==> src/rtl/shift_add_mult_ctrl.sv <==
// Sequential shift-add unsigned multiplier with a result-register write sequencer.
// The operands are captured on start. WIDTH iterations follow, then LO and HI register writes, then a done pulse.
module shift_add_mult_ctrl #(
    parameter int WIDTH = 16
) (
    input  logic                 clk,
    input  logic                 reset,
    input  logic                 start,
    input  logic [WIDTH-1:0]     multiplicand,
    input  logic [WIDTH-1:0]     multiplier,
    output logic                 busy,
    output logic                 done,
    output logic                 regWrite,
    output logic [1:0]           decOut,
    output logic [WIDTH-1:0]     writeData,
    output logic [2*WIDTH-1:0]   product
);

    localparam int CW = $clog2(WIDTH + 1);
    localparam logic [CW-1:0] LAST = CW'(WIDTH - 1);

    typedef enum logic [2:0] {
        S_IDLE,
        S_ITER,
        S_WRLO,
        S_WRHI,
        S_DONE
    } state_t;

    state_t               state_q, state_d;
    logic [WIDTH:0]       a_q, a_d;
    logic [WIDTH-1:0]     q_q, q_d;
    logic [WIDTH-1:0]     m_q, m_d;
    logic [CW-1:0]        cnt_q, cnt_d;
    logic [2*WIDTH-1:0]   product_q, product_d;
    logic [WIDTH:0]       sum;

    always_ff @(posedge clk or posedge reset) begin
        if (reset) begin
            state_q   <= S_IDLE;
            a_q       <= '0;
            q_q       <= '0;
            m_q       <= '0;
            cnt_q     <= '0;
            product_q <= '0;
        end else begin
            state_q   <= state_d;
            a_q       <= a_d;
            q_q       <= q_d;
            m_q       <= m_d;
            cnt_q     <= cnt_d;
            product_q <= product_d;
        end
    end

    always_comb begin
        state_d   = state_q;
        a_d       = a_q;
        q_d       = q_q;
        m_d       = m_q;
        cnt_d     = cnt_q;
        product_d = product_q;
        // A is below 2^WIDTH after every shift, so this WIDTH+1-bit sum never overflows.
        sum       = q_q[0] ? (a_q + {1'b0, m_q}) : a_q;
        case (state_q)
            S_IDLE: begin
                if (start) begin
                    m_d     = multiplicand;
                    q_d     = multiplier;
                    a_d     = '0;
                    cnt_d   = '0;
                    state_d = S_ITER;
                end
            end
            S_ITER: begin
                a_d   = {1'b0, sum[WIDTH:1]};
                q_d   = {sum[0], q_q[WIDTH-1:1]};
                cnt_d = cnt_q + CW'(1);
                if (cnt_q == LAST) begin
                    // Capture the post-shift {A[WIDTH-1:0],Q} of this final iteration.
                    product_d = {sum, q_q[WIDTH-1:1]};
                    state_d   = S_WRLO;
                end
            end
            S_WRLO:  state_d = S_WRHI;
            S_WRHI:  state_d = S_DONE;
            S_DONE:  state_d = S_IDLE;
            default: state_d = S_IDLE;
        endcase
    end

    // Outputs depend only on state and registered data.
    always_comb begin
        busy      = (state_q != S_IDLE);
        done      = (state_q == S_DONE);
        regWrite  = 1'b0;
        decOut    = 2'b00;
        writeData = '0;
        case (state_q)
            S_WRLO: begin
                regWrite  = 1'b1;
                decOut    = 2'b01;
                writeData = product_q[WIDTH-1:0];
            end
            S_WRHI: begin
                regWrite  = 1'b1;
                decOut    = 2'b10;
                writeData = product_q[2*WIDTH-1:WIDTH];
            end
            default: ;
        endcase
    end

    assign product = product_q;

endmodule

==> config.mk <==
export PLATFORM = sky130hd
export DESIGN_NAME = shift_add_mult_ctrl
export DESIGN_NICKNAME = d
export VERILOG_FILES = /design/src/rtl/shift_add_mult_ctrl.sv
export SDC_FILE = /design/constraint.sdc
export NUM_CORES = 1
export LEC_CHECK = 0
export BUFFER_PORTS_ARGS = -buffer_cell sky130_fd_sc_hd__buf_4
export CAP_MARGIN = 20
export CORE_UTILIZATION = 25
export DETAILED_ROUTE_END_ITERATION = 6
export GPL_TIMING_DRIVEN = 0
export PLACE_DENSITY = 0.48
export SLEW_MARGIN = 0
export SYNTH_ARGS = -nofsm -noshare
export SYNTH_HDL_FRONTEND = slang
export SYNTH_SLANG_ARGS = --single-unit
==> constraint.sdc <==
create_clock -name clk -period 6.28 [get_ports clk]
set_input_delay 0.314 -clock clk [delete_from_list [all_inputs] [get_ports clk]]
set_output_delay 0.314 -clock clk [all_outputs]
set_load 0.005 [all_outputs]
==> results of run 1 <==
## flip-flops by register name (all words and copies together) (netlist names)
name,count
q_q,16
product,32
m_q,16
state_q,3
a_q,16
cnt_q,5
## kinds of logic after synthesis
group           synth area share [%]
compound gates                  14.2
xor+xnor                        1.81
fa+ha+maj                       5.06
buf+inv                         3.92
flops                           45.4
mux                             5.78
simple gates                    23.8
## per-stage QoR
| step | setup WS [ns] | instances | power (mW) | cell area (sq um) | hold WS (ns) |
|---|---|---|---|---|---|
| 2_1_floorplan | 3.69 | 565 | 2.38 | 4850 | 0.419 |
| 3_3_place_gp | 2.51 | 912 | 3.01 | 5830 | 0.479 |
| 3_5_place_dp | 3.68 | 913 | 3.05 | 5860 | 0.361 |
| 4_1_cts | 3.66 | 930 | 3.61 | 6160 | 0.131 |
| 5_1_grt | 3.52 | 930 | 3.88 | 6160 | 0.143 |
| 6_report | 3.67 | 930 | 3.58 | 6160 | 0.141 |
## path summary, 6_finish.rpt
kind	start	to	slack [ns]	depth (start not counted)
max	a_q[0]	product[31]	3.67	8
min	multiplicand[15]	m_q[15]	0.14	3
max reg2reg	a_q[0]	product[31]	3.67	8
min reg2reg	m_q[8]	m_q[8]	0.48	2
max in group asynchronous	reset	product[30]	5.12	4
min in group asynchronous	reset	product[7]	0.52	3
## power by group
part	leakage (nW)	total (mW)	switching (mW)	internal [mW]
registers	1.08	1.10	0.247	0.856
clock network	0.146	0.548	0.266	0.281
logic	1.92	1.93	1.11	0.812
## layout make-up
cell class | instances | area (sq um) | share of cell area, %
Multi-Input combinational cell | 432 | 2450 | 39.9
Sequential cell | 88 | 2200 | 35.8
Timing Repair Buffer | 89 | 691 | 11.2
Tap cell | 260 | 325 | 5.28
Clock buffer | 9 | 225 | 3.66
Buffer | 36 | 156 | 2.54
Clock inverter | 7 | 68.8 | 1.12
Inverter | 9 | 36.3 | 0.589
## critical path, delay by kind of cell (launching register included)
| family | cells | cell delay (ns) |
|---|---|---|
| AO/OA/AOI/OAI | 6 | 1.42 |
| flip-flops | 1 | 0.41 |
| adder cells (fa/ha/maj) | 2 | 0.68 |
## placed cells by master (no fill, tap or decap), types with 2 or more instances in the layout
cell type    n
a21o_1       7
a21oi_1     18
a221oi_2     2
a31oi_1     23
and2_1       5
and3_1      12
buf_1        2
buf_2        8
buf_4       90
clkbuf_1    23
clkbuf_16    9
clkinv_4     2
dfrtp_1     88
ha_1        18
inv_1        7
inv_6        2
inv_8        3
mux2i_1     28
nand2_1    156
nand2b_1     3
nand3_1     21
nor2_1      55
nor2b_1      2
nor3_1       4
o2111ai_1    2
o211ai_1     3
o211ai_2     2
o21ai_0      6
o21ai_1     24
o31ai_1      3
o32ai_1      2
or3_1        4
or4_1        2
xnor2_1      6
xor2_1       4
## per-layer routing
layer  track usage [%]  part of all wire, %  wire length [microns]  vias to the layer above
li1                  -                    -                      -                     2134
met1              21.2                   46                   7130                     2183
met2              27.2                   49                   7490                      118
met3              2.89                  4.0                    617                       12
met4              5.66                  1.1                    174                        0
met5                 0                    0                      0                        -
## what timing repair did
action	in CTS	in global routing
hold buffers	1	0
hold endpoints to repair	30	0
resized for setup	0	0
==> metrics, run 1 <==
FMAX=383 MHz; vias per inst=4.78; synth cell count leaders=nand2_1, dfrtp_1, nor2_1; TritonCTS buffer count=9; synthesized area=4850 sq um; antenna violations before repair=0; CP most frequent cell=a221oi_2; CP peak stage delay=0.42 ns; Synth area leader=dfrtp_1; DR pass1 iterations=5; Vias=4447; Die Wd=141 microns; status=finished, final reports clean; die height=141 microns; full die area=19900 sq um; final number of setup-violating endpoints=0; Critical Path AT=2.85 ns; Critical-path top delay cell=fa_1; # Max-Cap Violations=0; core area=18800 sq um; number of I/O pins=88; syn_nets=619; crit path launch type=flip-flop; Final #Nets=719; Post-synth EDFFs=0; Least-Margin Pin Slew=0.968 ns; Synth Instances=565; CTS Sinks=88; setup_tns=0 ns; wirelength, routed=15.4 mm; Max-Slew Margin vs Limit=35.4%; DRC Markers=0; crit path capture type=flip-flop; fin crit period=2.61 ns; Setup Buffers After CTS=0; H-tree depth=3; CTS Buffer Depth=2; most frequent cell after synthesis=nand2_1; crit path max fanout=3; Worst Path Required=6.52 ns; top_reg_cell synth=dfrtp_1; critical path type=flip-flop to flip-flop; mean area per synthesized cell=8.58 sq um; DP HPWL=11.6 mm; largest net degree at the start of global routing=59; total congestion overflow=0; WL/cell=16.6 microns; final slew viol count=0; sequential area share after synthesis=45.4%; Area Overhead vs Synth=27.1%; RSZ-0062 raised after global routing=false; Synth top area share=45.4%; CP Cell Sequence=ha_1 -> fa_1 -> a21o_1 -> a221oi_2 -> o21bai_2 -> a41o_1 -> a221oi_2 -> o21ai_1; Port Buf Inserts=87; GRT Overall Usage=16.3%; Worst Skew=0.00974 ns; synth top area cells=dfrtp_1, nand2_1, mux2i_1, ha_1, nor2_1; gpl congestion=0.809; share of layout cells above drive strength 1=19.1%; Synth warnings=0; Power Dens Cells=581 nW/um^2; row count=50; async set-reset flop share out of synthesis=100%; period utilisation layout=41.5%; Finished Core Util=32.7%; Clock Pin Slew Worst Setup and Hold Paths=0.07 ns; Min-Delay Path Class=primary input to flip-flop; CTS tree=yes; Antenna Nets Post-Route=0; final hold violations=0; Peak supply drop=0.180 mV; Seq cells post-synth=88; Pleak=3.14 nW; global-route wire length before repair=24.8 mm; starting density of the core=25.7%; ant diodes=0; DR iter-0 viols=374; # fillers=2015; CTS Root Cell=clkbuf_16; Unique masters post-synth=52; clk_lat worst skew=0.35 ns; vias in the first global route=4472
(Power assumes the default switching activity.)
==> run 2: changes to the inputs <==
- PLACE_DENSITY: 0.48 -> 0.5
- clock period: 6.28 -> 2.14 ns (I/O delays scaled with it)
==> run 2 against run 1 <==
Effect of this change:
- the flow now finishes with violations (setup timing)
- largest power group unchanged
- sequential power rose to 3.0 times the previous value
- highest routed layer unchanged
- clock power rose to 3.1 times the previous value
- via count rose by 2.5%
- critical endpoint unchanged
- combinational power rose to 3.3 times the previous value
- first-iteration DRC count fell by 7.5%
- global-route usage rose by 0.18 points
- die area did not move
- cell count rose by 2.8%
- non-clock buffer count rose by 26
==> metrics, run 2 (same netlist as run 1, synthesis figures left out) <==
Hold WS=0.0147 ns (-0.126 ns); commonest non-fill, non-tap cell in the layout=nand2_1; Vias=4559 (+2.5%); global-route wire length before repair=25.0 mm (+1.1%); final hold violations=0 (unchanged); # Max-Cap Violations=0 (unchanged); reg-to-reg slack, setup=-0.30 ns (-3.97 ns); Min-Delay Path Class=primary input to flip-flop; critical path type=flip-flop to flip-flop; status=finished, violations left; share of layout cells above drive strength 1=25.6% (+6.5 points); r2r worst-path depth=8 (unchanged); RSZ-0062 raised after global routing=true; Register Area=2200 sq um (about the same); Finished Core Util=35.1% (+2.4 points); Final #Nets=745 (+3.6%); GRT Overall Usage=16.5% (+0.18 points); fin crit period=2.44 ns (-0.172 ns); max reg flops=32 (unchanged); period utilisation layout=114% (+72 points); crit path launch type=flip-flop; Hold Crit Endpoint=q_q[6]; # fillers=1995 (-0.99%); Least-Margin Pin Slew=0.664 ns (-0.305 ns); Critical-path top delay cell=dfrtp_1; Tot Pwr=11.4 mW (+220%); Peak supply drop=0.578 mV (+220%); CP most frequent cell=a221oi_2; DR iter-0 viols=346 (-7.5%); ant diodes=0 (unchanged); most frequent cells in the layout=nand2_1, buf_4, dfrtp_1; DR pass1 iterations=6 (+1); Clock Pin Slew Worst Setup and Hold Paths=0.07 ns (about the same); CTS Root Cell=clkbuf_16; Worst Skew=0.0124 ns (+0.00269 ns); placed cells=914 (+0.11%); Pleak=3.31 nW (+5.3%); fin cells=956 (+2.8%); vias per inst=4.77 (-0.27%); DRC Markers=0 (unchanged); Critical Path AT=2.66 ns (-0.19 ns); family with the most delay on the worst path=compound AO/OA/AOI/OAI gates; FMAX=411 MHz (+7.1%); total congestion overflow=0 (unchanged); wirelength, routed=15.9 mm (+2.9%); final slew viol count=0 (unchanged); WL/cell=16.6 microns (about the same); Worst Path Required=2.37 ns (-4.15 ns); Area Overhead vs Synth=36.5%; Power Dens Cells=1720 nW/um^2 (+200%); failing checks=setup timing; Buf+Inv Stages, Crit Path=0 (unchanged); crit path max fanout=2 (-1); CTS tree=yes; CTS Buffer Depth=2 (unchanged); hold path cells=3 (unchanged); reg2reg end=product[31]; Antenna Nets Post-Route=0 (unchanged); CP Cell Sequence=ha_2 -> fa_2 -> a21o_1 -> a221oi_2 -> o21bai_2 -> a41o_1 -> a221oi_2 -> o21ai_1; number of I/O pins=88 (unchanged); starting density of the core=25.7% (unchanged); CTS Sinks=88 (unchanged); core area=18800 sq um (unchanged); vias in the first global route=4607 (+3.0%); gpl congestion=0.783 (-3.2%); largest net degree at the start of global routing=42 (-29%); clk_lat worst skew=0.35 ns (about the same); crit path capture type=flip-flop; Hold Crit Start=multiplier[6]; setup_tns=-1.99 ns (-1.99 ns); row count=50 (unchanged); Port Buf Inserts=87 (unchanged); Die Wd=141 microns (unchanged); antenna violations before repair=0 (unchanged); full die area=19900 sq um (unchanged); DP HPWL=11.7 mm (+0.69%); setup slack after layout=-0.296 ns (-3.97 ns); Max-Slew Margin vs Limit=55.7% (+20 points); cell count along the critical path=8 (unchanged); TritonCTS buffer count=9 (unchanged); CP peak stage delay=0.40 ns (-0.02 ns); final number of setup-violating endpoints=12 (+12); Reg-to-Reg Start=m_q[0]; die height=141 microns (unchanged); H-tree depth=3 (unchanged); area of the multi-input gates=2620 sq um (+6.5%)
## run 2: metal layers
layer  GRT usage [%]  part of all wire (%)
met1            22.2                    47
met2            26.8                    47
met4            6.52                   2.4
met3            2.38                   3.6
met5               0                     0
## run 2: area by class of cell
| type | instances | share of cell area [%] |
|---|---|---|
| plain buffers | 35 | 2.72 |
| clock buffers | 9 | 3.40 |
| clock inverters | 7 | 1.31 |
| inverters | 9 | 0.567 |
| multi-input cells | 432 | 39.5 |
| flip-flops and latches | 88 | 33.3 |
| well taps | 260 | 4.92 |
| repair buffers | 116 | 14.2 |
## run 2: worst register-to-register path, delay by kind of cell (launching register included)
| kind | cells | cell delay (ns) |
|---|---|---|
| adders and majority gates | 2 | 0.56 |
| AOI/OAI and AO/OA | 6 | 1.35 |
| DFF | 1 | 0.40 |
## run 2: worst max path at each step
stage                       from     endpoint
final                     m_q[0]  product[31]
after CTS                 a_q[0]  product[31]
after detailed placement  a_q[0]      a_q[15]
after floorplan           a_q[0]      a_q[15]
after global placement    a_q[0]  product[31]
after global routing      a_q[0]  product[31]
## run 2: power breakdown
part	leakage (nW)	internal [mW]	switching, mW
Clock	0.156	0.935	0.750
Sequential	1.08	2.51	0.783
Combinational	2.08	2.90	3.52
Total	3.31	6.34	5.06
## run 2: per-stage QoR
stage          setup slack, ns  cell area [sq um]
3_3_place_gp            -0.360               5830
2_1_floorplan          -0.0863               4860
4_1_cts                 -0.322               6460
5_1_grt                 -0.411               6620
3_5_place_dp            -0.390               5870
6_report                -0.296               6620
## run 2: timing repair
item	4_1_cts	5_1_grt
hold endpoints to repair	35	0
pin swaps	14	13
resized for setup	16	41
buffers inserted	6	5
hold buffers	17	0
setup endpoints to repair	56	88
